### src/rtl/sv_bus_arbiter.sv
// Slot-based owner arbiter for the shared system bus (CPU / video DMA / audio fetch).
// Define SV_ARB_STATS_EN to build the stolen-slot counter on stall_cnt; otherwise it reads 0.
module sv_bus_arbiter #(
  parameter int DMA_MAX_BURST = 16,
  parameter int BURST_W       = 8
) (
  input  logic        clk,
  input  logic        reset,
  input  logic        bus_ce,
  input  logic [15:0] cpu_addr,
  input  logic [7:0]  cpu_dout,
  input  logic        cpu_we,
  output logic        cpu_rdy,
  input  logic        dma_req,
  input  logic [15:0] dma_addr,
  input  logic [7:0]  dma_dout,
  input  logic        dma_we,
  output logic        dma_gnt,
  input  logic        lcd_block,
  input  logic        aud_req,
  input  logic [15:0] aud_addr,
  output logic        aud_gnt,
  output logic        aud_strobe,
  output logic [15:0] bus_addr,
  output logic [7:0]  bus_dout,
  output logic        bus_we,
  output logic [1:0]  owner,
  output logic [15:0] stall_cnt
);

  typedef enum logic [1:0] {
    ST_CPU = 2'd0,
    ST_DMA = 2'd1,
    ST_AUD = 2'd2
  } state_t;

  localparam logic [BURST_W-1:0] BURST_MAX = BURST_W'(DMA_MAX_BURST);

  state_t             state;
  state_t             state_next;
  logic [BURST_W-1:0] burst_cnt;
  logic [BURST_W-1:0] burst_next;

  always_ff @(posedge clk) begin
    if (reset) begin
      state     <= ST_CPU;
      burst_cnt <= '0;
    end else begin
      state     <= state_next;
      burst_cnt <= burst_next;
    end
  end

  // DMA eligibility uses the count after the ending slot is accounted for,
  // so a full burst is exactly DMA_MAX_BURST slots long.
  always_comb begin
    burst_next = burst_cnt;
    state_next = state;
    if (bus_ce) begin
      case (state)
        ST_DMA: if (burst_cnt < BURST_MAX) burst_next = burst_cnt + BURST_W'(1);
        ST_CPU: burst_next = '0;
        default: burst_next = burst_cnt;
      endcase

      if (aud_req && (state != ST_AUD))
        state_next = ST_AUD;
      else if (dma_req && !lcd_block && (burst_next < BURST_MAX))
        state_next = ST_DMA;
      else
        state_next = ST_CPU;
    end
  end

  assign owner      = state;
  assign cpu_rdy    = (state == ST_CPU);
  assign dma_gnt    = (state == ST_DMA);
  assign aud_gnt    = (state == ST_AUD);
  assign aud_strobe = bus_ce && (state == ST_AUD);

  always_comb begin
    bus_addr = cpu_addr;
    bus_dout = cpu_dout;
    bus_we   = cpu_we;
    case (state)
      ST_DMA: begin
        bus_addr = dma_addr;
        bus_dout = dma_dout;
        bus_we   = dma_we;
      end
      ST_AUD: begin
        bus_addr = aud_addr;
        bus_dout = 8'h00;
        bus_we   = 1'b0;
      end
      default: begin
        bus_addr = cpu_addr;
        bus_dout = cpu_dout;
        bus_we   = cpu_we;
      end
    endcase
  end

`ifdef SV_ARB_STATS_EN
  logic [15:0] stall_q;

  // Counts every slot taken away from the CPU, saturating rather than wrapping.
  always_ff @(posedge clk) begin
    if (reset)
      stall_q <= 16'h0000;
    else if (bus_ce && (state != ST_CPU) && (stall_q != 16'hFFFF))
      stall_q <= stall_q + 16'd1;
  end

  assign stall_cnt = stall_q;
`else
  assign stall_cnt = 16'h0000;
`endif

endmodule

### config.mk
export PLATFORM = sky130hd
export DESIGN_NAME = sv_bus_arbiter
export DESIGN_NICKNAME = d
export VERILOG_FILES = /design/src/rtl/sv_bus_arbiter.sv
export SDC_FILE = /design/constraint.sdc
export NUM_CORES = 1
export LEC_CHECK = 0
export ABC_AREA = 1
export BUFFER_PORTS_ARGS = -buffer_cell sky130_fd_sc_hd__clkbuf_2
export CAP_MARGIN = 20
export CORE_MARGIN = 5
export CORE_UTILIZATION = 33
export CTS_CLUSTER_DIAMETER = 100
export DETAILED_ROUTE_END_ITERATION = 10
export HOLD_SLACK_MARGIN = 0.06
export MAX_ROUTING_LAYER = met4
export PLACE_DENSITY = 0.78
export SYNTH_ARGS = -nofsm -noshare
export SYNTH_HDL_FRONTEND = slang
export SYNTH_SLANG_ARGS = --single-unit
### constraint.sdc
create_clock -name clk -period 1.75 [get_ports clk]
set_clock_uncertainty 0.2 [all_clocks]
set_input_delay 0.4375 -clock clk [delete_from_list [all_inputs] [get_ports clk]]
set_output_delay 0.4375 -clock clk [all_outputs]
set_load 0.03 [all_outputs]
# Yosys cells after proc, flatten, opt, wreduce, memory -nomap -nowiden
# Cells that the tools add are included.
# op_classes
n_addsub	1
n_mul	0
div_mod_pow	0
n_lt_le_gt_ge	2
eq_ne	3
shift	0
muxes	8
n_bitwise	0
n_reduce_logical	6
# op_table
op	n
16-bit case mux with 2 select lines	1
8-bit case mux with 2 select lines	2
8-bit by 5-bit < comparator with 1-bit output (second input constant)	2
8-bit two-way mux	2
8-bit by 1-bit adder with 8-bit output (second input constant)	1
1-bit logical AND	4
2-bit by 1-bit == test with 1-bit output (second input constant)	1
2-bit == test (second input constant)	1
2-bit logical NOT	1
2-bit two-way mux	1
2-bit inequality test (second input constant)	1
1-bit case mux with 2 select lines	1
1-bit logical NOT	1
1-bit two-way mux	1
# totals
register_bits	10
latchBits	0
mem_bits_rw	0
rom_bits	0
in_bits	72
output_inout_bits	47
elab_cells	22
memories	0

# Logic depth before layout (Yosys ltp)
# Gate-level depths: netlist (run 1).
# logic_depth
depth_word	8
ltp_mapped	8
mapped_depth_nobuf	8

# Worst setup path after synthesis (run 1)
# Ideal clock, no wire load.
# synth_path
kind	register to output
startpoint	register state[0], in the netlist owner[0]
endpoint	output bus_addr[2]
arrival_ns	1.691
required_time_ns	1.112
slack_ns	-0.579
stages_incl_launch_ff	6
path_buffers	2
path_cell_list	dfxtp_1 > ha_1 > buf_6 > buf_2 > nand3_1 > nand3_1
# synth_via
elab_chain_len	2
elab_cells_between_ends	3
cone_classes	eq/ne (2); mux (1)
# synth_rtl
element	line	source
start: declaration	39	state_t state;
start signal: assignment	49	state <= state_next;
2-bit by 1-bit == test with 1-bit output	-	
via dma_gnt	18	output logic dma_gnt,
16-bit case mux with 2 select lines	85	case (state)
end: declaration	24	output logic [15:0] bus_addr,
# The timed path passes the listed nets, and every way through them passes these cells.

# Worst setup path in the final report (run 1)
# layout_path
startpoint	register state[1], in the netlist owner[1]
endpoint	output bus_addr[2]
# layout_via
elab_chain_len	2
elab_cells_between_ends	3
cone_classes	eq/ne (2); mux (1)
# layout_rtl
element	line
2-bit == test / 2-bit by 1-bit == test with 1-bit output (equally long branches)	85
16-bit case mux with 2 select lines *	85
# Mark *: on every way between the ends. The rest lies on a longest branch, timed or not.

==> results of run 1 <==
==> routing by layer <==
metal  vias up  routed length (µm)  track usage (%)
li1        869                   -                -
met1       901                2440             25.9
met2       101                3820             47.0
met3        27                 455             5.60
met4         0                 416             7.87
met5         -                   0                -
==> worst register-to-register path, cell delays in order, from the launching register on <==
cell and delay (ns):
dfxtp_4 0.36, inv_4 0.04, buf_6 0.11, ha_4 0.18, buf_8 0.15, buf_6 0.12
buf_6 0.12, buf_12 0.13, inv_8 0.06, nand2_4 0.04, nand2_1 0.06, nand4_1 0.12
nand2_1 0.10, nor2_1 0.05
==> cells by family after synthesis <==
| logic type | after synthesis | share of synthesized area (%) |
|---|---|---|
| AND/OR/NAND/NOR | 130 | 52.7 |
| buffers and inverters | 44 | 21.2 |
| flip-flops | 10 | 16.8 |
| AO/OA/AOI/OAI | 8 | 3.99 |
| adder cells (fa/ha/maj) | 4 | 4.20 |
| XOR/XNOR | 1 | 0.735 |
| other | 1 | 0.315 |
==> cell usage after synthesis <==
library cell  number  area share [%]
nand3_1           62              26
nand2_1           50              16
buf_4             18              11
inv_1             14             4.4
buf_2             10             4.2
dfxtp_1           10              17
nor2_1             6             1.9
ha_1               4             4.2
a21oi_1            3             1.3
nand4_1            3             1.6
a21oi_2            2             1.5
nor2_4             2             1.9
o21ai_0            2            0.84
buf_6              1            0.95
conb_1             1            0.31
inv_2              1            0.31
nand2_2            1            0.53
nand3_4            1             1.5
nand3b_1           1            0.63
nand4_2            1             1.1
nor2_2             1            0.53
nor3_2             1            0.84
o21ai_1            1            0.42
or2_2              1            0.53
xnor2_1            1            0.74
==> worst max path at each step <==
stage | from | endpoint | slack (ns) | depth (start not counted)
2_1_floorplan | owner[0] | bus_addr[2] | -0.13 | 6
3_3_place_gp | owner[0] | bus_addr[3] | -0.25 | 6
3_5_place_dp | owner[0] | bus_addr[8] | -0.31 | 6
4_1_cts | owner[1] | bus_addr[2] | -0.47 | 7
5_1_grt | owner[0] | bus_addr[13] | -0.54 | 6
6_report | owner[1] | bus_addr[2] | -0.49 | 7
==> what timing repair did <==
item                                   CTS  global route
endpoints found under the hold margin    0             0
gates cloned                             3             0
hold buffers                             0             0
pin swaps                               13            18
gates resized for setup                 86            60
buffers inserted                        16             1
setup endpoints to repair               36            38
==> sequential cells by signal (all words and copies together) (netlist names) <==
signal	flops
burst_cnt	8
owner	2
==> through the flow <==
step	cell area [µm²]	instances	hold slack (ns)
floorplan	1930	213	0.243
global placement	2320	343	0.249
detailed placement	2320	343	0.255
CTS	2940	366	0.179
global route	3120	367	0.179
finish	3120	367	0.183
==> where the power goes <==
part / switching, µW / total (µW) / internal [µW] / leakage [µW]
logic: 541 / 959 / 418 / 0.00128
clock network: 83.3 / 172 / 88.4 / 0.0000150
registers: 2.92 / 232 / 229 / 0.0000822
==> layout make-up <==
cell class	count	area (µm²)
Timing Repair Buffer	131	1130
Antenna cell	1	2.50
Timing Repair inverter	1	16.3
Fill cell	147	299
Inverter	15	90.1
Sequential cell	10	208
Multi-Input combinational cell	159	1590
Clock buffer	4	26.3
Tap cell	46	57.6
==> results.md, run 1 <==
* Mapped Area at 0.00119 mm²
* # IOs at 119
* Outcome: finished, violations left
* Most common cell after layout, fill and taps aside: clkbuf_2
* Final wirelength at 7140 µm
* Rows at 21
* Pwr/cell area at 437 mW/mm²
* Worst hold path stage count at 2
* Final hold vios at 0
* Max-cap violations at 0
* Initial antenna violation count at 1
* Max Slew Vio Count at 0
* Fin nets at 397
* CTS tree: built
* Max Fanout on Critical Path at 7
* Setup-failing EPs final at 37
* 1st-iter DRT viols at 150
* Share of layout cells above drive strength 1 at 82.2%
* First-pass GRT wire length at 9760 µm
* Setup CP Type: reg2out
* Yosys reg bits at 10
* Lkg Pwr at 0.00138 µW
* Final core occ at 91.2%
* Startpoint types: flip-flop
* DR vias/cell at 5.17
* Worst-case clock buffer depth at 2
* Avg Inst Size Synth at 6.02 µm²
* Area Overhead vs Synth at 162%
* Worst setup EP type: output pin
* Die width at 70.1 µm
* Post-Route Setup TNS at -13.58 ns
* CTS root buffer: clkbuf_4
* Max frequency at 0.446 GHz
* Hold endpoint: owner[0]
* I/O Buffers at 102
* Total power draw at 1360 µW
* Cell variety after synth at 25
* RR Startpoint: owner[1]
* Tcrit/Tclk final at 128%
* Mapped Cells at 198
* Drt first pass iters at 4
* Final Critical Period at 2.24 ns
* Detail Route Antenna Nets at 0
* DIE HEIGHT at 70.1 µm
* CP max stage cell: dfxtp_4
* TritonCTS sink count at 10
* Commonest cells after routing, fill and taps aside: clkbuf_2 (72), nand3_2 (33), nand3_4 (28)
* GR Overflow Total at 0
* Number of remaining DRC errors at 0
* FF-to-FF End: burst_cnt[3]
* H-Tree Level Count at 1
* Vias at 1,898
* Reg2Reg Depth at 13
* Clock Latency Late Sink at 0.27 ns
* Synth warn at 0
* Die area at 0.00491 mm²
* Clk pin slew, worst setup/hold paths at 0.07 ns
* Routed len/inst at 19.4 µm
* Top delay family on crit path: buffers and inverters
* GRT Util Overall at 25.1%
* CP peak stage delay at 0.36 ns
* Hold WC Path Type: in2reg
* DP HPWL at 3750 µm
* Setup ws final at -0.490 ns
* Post-synthesis sequential area ratio at 16.8%
* Largest net degree at the start of global routing at 17
* RSZ-0062 raised after global routing: true
* Inserted Clock Buffers at 3
* CP dominant cell by count: nand3_4
* Pre-CTS WS at -0.311 ns
* Reg2reg setup slack at -0.20 ns
* Crit path DAT at 1.60 ns
* Vias in the first global route at 1,923
* Buf/Inv on CP at 4
* Hold path startpoint: reset
* Ordered list of cells on the worst path: inv_4 -> ha_4 -> buf_12 -> buf_16 -> nand3_4 -> nand3_4 -> buf_8
* VDD IR max at 0.000434 V
* Failing checks: setup timing
* Initial core utilization at 34.9%
* Core footprint at 0.00342 mm²
* Worst EP required at 1.11 ns
* RD Place Congestion at 0.900
No activity file was read; power rests on OpenSTA's default activity.
==> inputs of run 2 (changes only) <==
--- a/config.mk
+++ b/config.mk
@@ -5,16 +5,15 @@
 export SDC_FILE = /design/constraint.sdc
 export NUM_CORES = 1
 export LEC_CHECK = 0
-export ABC_AREA = 1
 export BUFFER_PORTS_ARGS = -buffer_cell sky130_fd_sc_hd__clkbuf_2
 export CAP_MARGIN = 20
 export CORE_MARGIN = 5
-export CORE_UTILIZATION = 33
+export CORE_UTILIZATION = 30
 export CTS_CLUSTER_DIAMETER = 100
 export DETAILED_ROUTE_END_ITERATION = 10
 export HOLD_SLACK_MARGIN = 0.06
 export MAX_ROUTING_LAYER = met4
-export PLACE_DENSITY = 0.78
+export PLACE_DENSITY = 0.76
 export SYNTH_ARGS = -nofsm -noshare
 export SYNTH_HDL_FRONTEND = slang
 export SYNTH_SLANG_ARGS = --single-unit
==> run 2 against run 1 <==
Effect of this change:
- the flow still finishes with violations (setup timing)
- critical endpoint is now bus_addr[13]
- global-route usage down 1.6 points
- combinational power is 7.0% lower
- clock power is essentially flat
- critical path type unchanged
- count of clock-buffer cells in the layout did not move
- worst hold slack improved by 0.043 ns
- sequential share of layout area grew 0.87 points
- largest power group unchanged
==> results.md, run 2 <==
* Post-synth top cells: a21oi_1 (20), a22oi_1 (16), buf_4 (16), nor2_1 (16), inv_1 (14)
* Max Slew Vio Count at 0
* Final wirelength at 6030 µm
* Initial antenna violation count at 0
* Drt first pass iters at 4
* Setup-failing EPs final at 33
* Worst hold slack at 0.226 ns
* Detail Route Antenna Nets at 0
* Top reg by flops: burst_cnt
* Setup CP Type: reg2out
* Hold WC Path Type: in2reg
* Max frequency at 0.449 GHz
* Max Fanout on Critical Path at 11
* Inserted Clock Buffers at 3
* Reg2Reg Depth at 8
* Reg2reg setup slack at -0.09 ns
* Worst hold path stage count at 3
* Worst-case clock buffer depth at 2
* Worst setup EP type: output pin
* 1st-iter DRT viols at 90
* Area post-placement at 0.00210 mm²
* Top-area cell type share of the netlist area at 19.2%
* Clock Latency Late Sink at 0.27 ns
* Ordered list of cells on the worst path: inv_4 -> ha_4 -> buf_12 -> nor2_1 -> a21oi_4 -> buf_8
* Die width at 69.0 µm
* Worst EP required at 1.11 ns
* Max-cap violations at 0
* Setup ws final at -0.477 ns
* Vias at 1,674
* Crit path DAT at 1.59 ns
* Most common cell after layout, fill and taps aside: clkbuf_2
* Buf/Inv on CP at 3
* Failing checks: setup timing
* Max reg flops at 8
* RD Place Congestion at 0.765
* Synth warn at 0
* Die area at 0.00476 mm²
* CTS tree: built
* DR vias/cell at 5.03
* Core footprint at 0.00336 mm²
* Antenna cell count at 0
* GR Overflow Total at 0
* Startpoint types: flip-flop
* Outcome: finished, violations left
* DIE HEIGHT at 69.0 µm
* Fin nets at 364
* Clk pin slew, worst setup/hold paths at 0.07 ns
* Post-CTS Hold Fix Bufs at 0
* DP HPWL at 3560 µm
* CTS root buffer: clkbuf_4
* Cell variety after synth at 30
* Async SR Flop Fraction at 0%
* Area Overhead vs Synth at 164%
* Pwr/cell area at 470 mW/mm²
* Tcrit/Tclk final at 127%
* Final Critical Period at 2.23 ns
* Count leader, synth: a21oi_1
* Initial core utilization at 31.0%
* RSZ-0062 raised after global routing: true
* GRT Util Overall at 23.6%
* Hold endpoint: owner[1]
* # IOs at 119
* Share of layout cells above drive strength 1 at 78.0%
* Vias in the first global route at 1,745
* First-pass GRT wire length at 8180 µm
* Fin cells at 333
* Post-synthesis sequential area ratio at 19.2%
* Final hold vios at 0
* Number of remaining DRC errors at 0
* TritonCTS sink count at 10
* Hold path startpoint: aud_req
* Mapped Area at 0.00104 mm²
* Top cells by area, synth: dfxtp_1 (19%), a22oi_1 (12%), buf_4 (12%)
* Post-synth EDFFs at 0
* Avg Inst Size Synth at 6.60 µm²
* Area leader, netlist: dfxtp_1
* RR Startpoint: owner[0]
* Commonest cells after routing, fill and taps aside: clkbuf_2 (74), buf_8 (25), buf_4 (20)
* Rows at 21
* CP peak stage delay at 0.37 ns
* CP max stage cell: dfxtp_4
* Top delay family on crit path: flip-flops
* Synth Flop Type: dfxtp_1
* Routed len/inst at 18.1 µm
* I/O Buffers at 102
* VDD IR max at 0.000501 V
* Final instance area at 0.00276 mm²
* Fill count at 219
* FF-to-FF End: burst_cnt[3]
* Largest net degree at the start of global routing at 12
* Mapped Cells at 158
* DP Cell Count at 310
* Yosys reg bits at 10
* H-Tree Level Count at 1
* Lkg Pwr at 0.00131 µW
-- run 2: changes by cell type after synthesis, sizes merged, moves of 10 or more --
cell and change:
nand3 -60, nand2 -40, a22oi +16, a21oi +15, buf -11, clkbuf +10
-- run 2: cell families after synthesis --
kind of cell / after synthesis / share of synthesized area, %
mux: 1 / 0.959
buf+inv: 42 / 21.0
other cells: 1 / 0.359
fa+ha+maj: 4 / 4.80
simple gates: 48 / 22.9
flops: 10 / 19.2
compound gates: 52 / 30.8
-- run 2: timing repair --
item	CTS	global route
cloned	2	0
pin swaps	13	20
endpoints found under the setup margin	36	37
buffers inserted	15	4
gates resized for setup	87	46
-- run 2: layout make-up --
cell class	instances	area [µm²]	share of cell area, %
inverter	14	57.6	2.09
clock buffer	4	26.3	0.954
timing repair buffer	137	1140	41.3
multi-input combinational	122	1270	46.0
tap	46	57.6	2.09
sequential	10	208	7.54
-- run 2: worst min-delay path: cells and delay by family --
family / cells / cell delay, ns
buf+inv: 1 / 0.09
simple gates: 1 / 0.07
compound gates: 1 / 0.06
-- run 2: worst max-delay path by stage --
stage	startpoint	to	slack, ns	depth (start not counted)
4_1_cts	owner[1]	bus_addr[7]	-0.48	6
6_report	owner[0]	bus_addr[13]	-0.48	6
3_5_place_dp	owner[0]	bus_dout[5]	-0.29	6
2_1_floorplan	owner[0]	bus_dout[0]	-0.22	7
3_3_place_gp	owner[0]	bus_dout[7]	-0.27	6
5_1_grt	owner[0]	bus_dout[0]	-0.51	6
-- run 2: power by group --
group | total [µW] | internal, µW | switching (µW)
clock | 172 | 88.2 | 84.1
combinational | 892 | 409 | 483
sequential | 230 | 228 | 2.37
-- run 2: stage by stage --
step	util, %	setup WS [ns]	TNS [ns]	power (µW)
final	81.9	-0.477	-11.82	1290
after global routing	81.9	-0.513	-13.44	1350
after floorplan	-	-0.219	-5.37	722
after detailed placement	62.4	-0.289	-6.16	875
after global placement	62.4	-0.265	-5.88	868
after CTS	78.1	-0.484	-12.33	1230
-- run 2: layer usage --
layer | vias up | track usage [%] | wire, µm
li1 | 787 | - | -
met1 | 779 | 23.8 | 2030
met2 | 88 | 44.8 | 3280
met3 | 20 | 4.05 | 534
met4 | 0 | 9.25 | 183
met5 | - | - | 0
